--- src/rtl/bg_scroll_mapper.sv ---
// Background pixel mapper: raster position -> scaled, scrolled ROM address -> palette index -> VGA colour.
// Fixed four-cycle latency from DrawX/DrawY/blank to VGA_R/G/B and pix_valid.
module bg_scroll_mapper #(
  parameter int IMG_W        = 320,
  parameter int IMG_H        = 240,
  parameter int SCALE_SHIFT  = 1,
  parameter int PIX_BITS     = 8,
  parameter int PIX_PER_WORD = 8,
  localparam int WORD_W = PIX_BITS * PIX_PER_WORD,
  localparam int WPR    = IMG_W / PIX_PER_WORD,
  localparam int ADDR_W = $clog2(WPR * IMG_H),
  localparam int SXW    = $clog2(IMG_W),
  localparam int SYW    = $clog2(IMG_H)
) (
  input  logic                clock,
  input  logic                reset_n,
  input  logic [9:0]          DrawX,
  input  logic [9:0]          DrawY,
  input  logic                blank,
  input  logic                frame_start,
  input  logic                scroll_we,
  input  logic [SXW-1:0]      scroll_x,
  input  logic [SYW-1:0]      scroll_y,
  output logic                scroll_err,
  output logic [ADDR_W-1:0]   rom_addr,
  input  logic [WORD_W-1:0]   rom_q,
  output logic [PIX_BITS-1:0] pal_idx,
  input  logic [23:0]         pal_rgb,
  output logic [3:0]          VGA_R,
  output logic [3:0]          VGA_G,
  output logic [3:0]          VGA_B,
  output logic                pix_valid
);

  localparam int LANE_W = (PIX_PER_WORD > 1) ? $clog2(PIX_PER_WORD) : 1;
  localparam logic [SXW:0]    IMG_W_L = (SXW+1)'(IMG_W);
  localparam logic [SYW:0]    IMG_H_L = (SYW+1)'(IMG_H);
  localparam logic [SXW:0]    PPW_L   = (SXW+1)'(PIX_PER_WORD);
  localparam logic [ADDR_W-1:0] WPR_L = ADDR_W'(WPR);

  // Operands are both below the image size, so one conditional subtract wraps the sum.
  function automatic logic [SXW-1:0] wrap_x(input logic [SXW-1:0] a, input logic [SXW-1:0] b);
    logic [SXW:0] s;
    s = {1'b0, a} + {1'b0, b};
    if (s >= IMG_W_L) s = s - IMG_W_L;
    return s[SXW-1:0];
  endfunction

  function automatic logic [SYW-1:0] wrap_y(input logic [SYW-1:0] a, input logic [SYW-1:0] b);
    logic [SYW:0] s;
    s = {1'b0, a} + {1'b0, b};
    if (s >= IMG_H_L) s = s - IMG_H_L;
    return s[SYW-1:0];
  endfunction

  // Lane 0 is the leftmost pixel and sits in the MSBs of the word.
  function automatic logic [PIX_BITS-1:0] lane_sel(input logic [WORD_W-1:0] w,
                                                   input logic [LANE_W-1:0] l);
    logic [PIX_BITS-1:0] r;
    r = '0;
    for (int i = 0; i < PIX_PER_WORD; i++)
      if (l == LANE_W'(i)) r = w[WORD_W-1-i*PIX_BITS -: PIX_BITS];
    return r;
  endfunction

  logic [SXW-1:0]    sh_x, ac_x;
  logic [SYW-1:0]    sh_y, ac_y;
  logic              wr_ok;
  logic [9:0]        hx, hy;
  logic              in_img;
  logic [SXW-1:0]    sx;
  logic [SYW-1:0]    sy;
  logic [ADDR_W-1:0] addr_nxt;
  logic [LANE_W-1:0] lane_nxt;
  logic [LANE_W-1:0] lane_p0, lane_p1;
  logic              vld_p0, vld_p1, vld_p2, vld_p3;

  assign wr_ok    = ({1'b0, scroll_x} < IMG_W_L) && ({1'b0, scroll_y} < IMG_H_L);
  assign hx       = DrawX >> SCALE_SHIFT;
  assign hy       = DrawY >> SCALE_SHIFT;
  assign in_img   = (hx < 10'(IMG_W)) && (hy < 10'(IMG_H));
  assign sx       = wrap_x(hx[SXW-1:0], ac_x);
  assign sy       = wrap_y(hy[SYW-1:0], ac_y);
  assign addr_nxt = ADDR_W'(sy) * WPR_L + ADDR_W'({1'b0, sx} / PPW_L);
  assign lane_nxt = LANE_W'({1'b0, sx} % PPW_L);

  // Active offsets move only at frame_start so a frame is never drawn with mixed offsets.
  always_ff @(posedge clock or negedge reset_n) begin
    if (!reset_n) begin
      sh_x       <= '0;
      sh_y       <= '0;
      ac_x       <= '0;
      ac_y       <= '0;
      scroll_err <= 1'b0;
    end else begin
      scroll_err <= scroll_we && !wr_ok;
      if (scroll_we && wr_ok) begin
        sh_x <= scroll_x;
        sh_y <= scroll_y;
      end
      if (frame_start) begin
        ac_x <= (scroll_we && wr_ok) ? scroll_x : sh_x;
        ac_y <= (scroll_we && wr_ok) ? scroll_y : sh_y;
      end
    end
  end

  always_ff @(posedge clock or negedge reset_n) begin
    if (!reset_n) begin
      rom_addr  <= '0;
      lane_p0   <= '0;
      lane_p1   <= '0;
      vld_p0    <= 1'b0;
      vld_p1    <= 1'b0;
      vld_p2    <= 1'b0;
      vld_p3    <= 1'b0;
      pal_idx   <= '0;
      VGA_R     <= '0;
      VGA_G     <= '0;
      VGA_B     <= '0;
      pix_valid <= 1'b0;
    end else begin
      // stage 1: address generation
      rom_addr <= addr_nxt;
      lane_p0  <= lane_nxt;
      vld_p0   <= blank && in_img;
      // pixel ROM read cycle
      lane_p1  <= lane_p0;
      vld_p1   <= vld_p0;
      // stage 2: lane select
      pal_idx  <= lane_sel(rom_q, lane_p1);
      vld_p2   <= vld_p1;
      // palette ROM read cycle
      vld_p3   <= vld_p2;
      // stage 3: colour
      VGA_R     <= vld_p3 ? pal_rgb[23:20] : 4'd0;
      VGA_G     <= vld_p3 ? pal_rgb[15:12] : 4'd0;
      VGA_B     <= vld_p3 ? pal_rgb[7:4]   : 4'd0;
      pix_valid <= vld_p3;
    end
  end

endmodule

--- config.mk ---
export PLATFORM = sky130hd
export DESIGN_NAME = bg_scroll_mapper
export DESIGN_NICKNAME = d
export VERILOG_FILES = /design/src/rtl/bg_scroll_mapper.sv
export SDC_FILE = /design/constraint.sdc
export NUM_CORES = 1
export LEC_CHECK = 0
export ABC_AREA = 0
export CAP_MARGIN = 0
export CORE_UTILIZATION = 45
export DETAILED_ROUTE_END_ITERATION = 16
export HOLD_SLACK_MARGIN = 0.02
export PLACE_DENSITY = 0.8
export SETUP_SLACK_MARGIN = 0.2
export SKIP_LAST_GASP = 1
export SLEW_MARGIN = 0
export SYNTH_ARGS = -nofsm -noshare
export SYNTH_HDL_FRONTEND = slang
export SYNTH_SLANG_ARGS = --single-unit
--- constraint.sdc ---
create_clock -name clock -period 7.6 [get_ports clock]
set_clock_uncertainty 0.15 [all_clocks]
set_input_delay 1.9 -clock clock [delete_from_list [all_inputs] [get_ports clock]]
set_output_delay 1.9 -clock clock [all_outputs]
set_load 0.05 [all_outputs]
==> results.md <==
- Diodes inserted: 0
- FF-to-FF path depth: 20
- First-pass GRT wire length: 18000 um
- Async SR Flop Fraction: 1.00
- DR WL/cell: 15.1 um
- Root Buffer: clkbuf_8
- Max Slew Vio Count: 0
- Crit path kind: in -> reg
- Crit path max fanout: 3
- Max transition margin: 0.363
- Worst reg-to-reg setup slack: 2.38 ns
- Clk sinks: 80
- # IOs: 166
- Drt drc: 0
- Synth Area per Inst: 11.5 um2
- Hold-fix buffers at CTS: 0
- DR iter-0 viols: 78
- Starting density of the core: 0.461
- Hold EP: vld_p1$_DFF_PN0_
- Post-Synth Simple-Gate Area: 0.116
- M1 GR Usage: 0.253
- Core area: 10300 um2
- Number of flops mapped to enable cells by yosys: 0
- Post-Synth XOR/XNOR Area: 0.0501
- Post-DR vias/cell: 5.20
- # rows: 37
- Vias in the first global route: 3841
- Routed WL: 10600 um
- Crit path DAT: 6.91 ns
- Max-cap violations: 0
- Cells after DPL: 688
- Most used cell, CP: ha_1
- Delay-heaviest family, CP: adder cells
- Critical path buffers and inverters: 1
- Crit start category: input port
- Ranking of synthesized cells by area: dfrtp_1, ha_1, mux2_2, mux4_2, xnor2_1
- Cell taking the most area after synthesis: dfrtp_1
- Register area: 2000 um2
- Pleak: 2.85 nW
- GRT met2 Usage: 0.362
- Post-layout min period: 6.83 ns
- Status: completed
- Cell count of the worst hold path: 0
- Grt ovf: 0
- Critical register-to-register path endpoint: rom_addr[13]$_DFF_PN0_
- CTS buffer count: 9
- Final Instance Count excl. Fillers: 704
- R2R Path Start: ac_y[0]$_DFFE_PN0P_
- Critical path's largest stage delay: 0.49 ns
- DIE HEIGHT: 105 um
- Final core utilization: 0.644
- Worst skew pair latency: 0.35 ns
- HP Start: vld_p0$_DFF_PN0_
- Total die area: 10900 um2
- M3 GR Usage: 0.0374
- Clock Tree Buf Depth: 2
- Initial antenna violation count: 0
- Largest net degree at the start of global routing: 81
- RSZ-0062 raised after global routing: false
- Multiplexer share of the synthesized area: 0.144
- CTS-repair resized insts: 0
- CTS tree: yes
- Synthesized net count: 581
- Sum Neg Setup Slack: 0 ns
- Compound-Gate Fraction of Synth Area: 0.135
- Mapped cell area: 4740 um2
- Layout cells sized above 1: 0.134
- Synth Area in Adders: 0.107
- Final worst-path cycle share: 0.899
- Worst Tran Pin Value: 0.955 ns
- Placer Congestion: 0.851
- Register area share after synthesis: 0.422
- Area growth syn-to-layout: 39.5%
- Critical Path RT: 7.68 ns
- H-tree depth: 3
- Final setup vio count: 0
- Largest family of logic cells by synthesized area: multiplexers
- Power density cells: 379 nW/um2
- Die X: 105 um
- Dominant synthesized flop cell: dfrtp_1
- Routed vias: 3658
- Multi-input logic area: 2610 um2
- Clk pin slew, worst setup/hold paths: 0.07 ns
- Most common cell after layout, fill and taps aside: clkdlybuf4s50_1
- CP endpoint kind: flip-flop
- Final HPWL DP: 8650 um
- Post-CTS setup buffer count: 0
- GRT Util Overall: 0.205
- Synthesized instance count: 413
- Busiest grt layer: met2
- Syn. warnings: 0
- Count of input and output buffers: 151
- Post-synth cell types: 58
- Fill cells: 852
- Most frequent cells in the layout: clkdlybuf4s50_1, dfrtp_1, mux2_2, ha_1, nand2_1
- Final hold violations: 0
- Max rail drop VDD: 227 uV
- HP Class: reg -> reg
- Remaining antenna violation count after routing: 0
- Max Fclk: 146 MHz
- Critical Path Slowest Stage Cell: or4b_4
- Post-synth top area share: 0.422
- Worst-path cell chain: clkdlybuf4s50_1 > ha_1 > fa_1 > and3_1 > o21ai_1 > and2_1 > ha_1 > or4b_4 > a21oi_4 > a21oi_1 > o21ai_1 > xor2_1 > ha_1 > fa_1 > a21o_1 > a21oi_1 > xnor2_1 > and3_1 > nor2b_1 > a211oi_1 > mux2i_1
- Total iterations of the first detailed-routing run: 4
- Net count reported at finish: 731
- FF+latch count, synth: 80
==> metrics by stage <==
stage	setup WS, ns	instance area (um2)	hold WS, ns	total power (W)
floorplan	1.16	4740	0.181	0.00177
global placement	0.359	6370	0.181	0.00209
detailed placement	0.297	6370	0.185	0.00215
CTS	0.656	6620	0.203	0.00253
global route	0.254	6620	0.207	0.00270
finish	0.767	6620	0.201	0.00251
==> report_power, final <==
group	internal (W)	switching, W
Clock	0.000219	0.000155
Combinational	0.000684	0.000834
Sequential	0.000545	0.0000702
==> layout make-up <==
type | instances | share of cell area
clock buffers | 9 | 0.0187
clock inverters | 7 | 0.0182
inverters | 21 | 0.0119
multi-input cells | 300 | 0.395
flip-flops and latches | 80 | 0.303
well taps | 136 | 0.0257
repair buffers | 151 | 0.228
==> synth_stat cells (all sizes together), types with 2 or more instances <==
cell and count:
nand3 7, nor3 6, nand2b 6, mux2i 5, dfrtp 80, and3 6, a21o 6, nand3b 2
o21ai 21, nor2 12, nor3b 4, xnor2 18, o21bai 3, nor2b 4, buf 3, ha 34
mux4 10, xor2 7, a22o 8, a21boi 3, clkbuf 9, o221ai 4, a31oi 7, inv 21
o21a 2, fa 4, mux2 36, nand2 28, and4b 2, and2 16, a211oi 4, a21oi 19
nand4 3, a221oi 2
==> cells by family after synthesis <==
family                     after synthesis
and+or+nand+nor                        100
DFF                                     80
xor gates and xnor gates                25
AOI/OAI and AO/OA                       86
buffers and inverters                   33
muxes                                   51
adders and majority gates               38
==> registers in the layout (all words and copies together) (netlist names), 4 cells and up <==
register	cells
ac_x	9
VGA_B	4
pal_idx	8
sh_y	8
rom_addr	14
ac_y	8
sh_x	9
VGA_G	4
VGA_R	4
==> worst max path at each step <==
stage / from / end / slack [ns] / cells past startpoint
5_1_grt: DrawX[1] / rom_addr[13]$_DFF_PN0_ / 0.25 / 26
3_3_place_gp: DrawY[1] / rom_addr[13]$_DFF_PN0_ / 0.36 / 21
4_1_cts: DrawY[1] / rom_addr[13]$_DFF_PN0_ / 0.66 / 21
3_5_place_dp: DrawY[1] / rom_addr[13]$_DFF_PN0_ / 0.30 / 21
6_report: DrawY[1] / rom_addr[13]$_DFF_PN0_ / 0.77 / 21
2_1_floorplan: DrawY[1] / rom_addr[13]$_DFF_PN0_ / 1.16 / 20
==> worst reg2reg max path, delay by kind of cell (launching register included) <==
| kind | cells | cell delay, ns |
|---|---|---|
| compound gates | 7 | 1.27 |
| fa+ha+maj | 5 | 1.63 |
| simple gates | 5 | 1.20 |
| flops | 1 | 0.40 |
| xor+xnor | 2 | 0.36 |
| mux | 1 | 0.10 |
==> metal layers <==
metal	vias to the layer above	part of all wire
li1	1801	-
met4	0	0.017
met2	113	0.50
met5	-	0
met1	1726	0.44
met3	18	0.045
(Power assumes the default switching activity.)
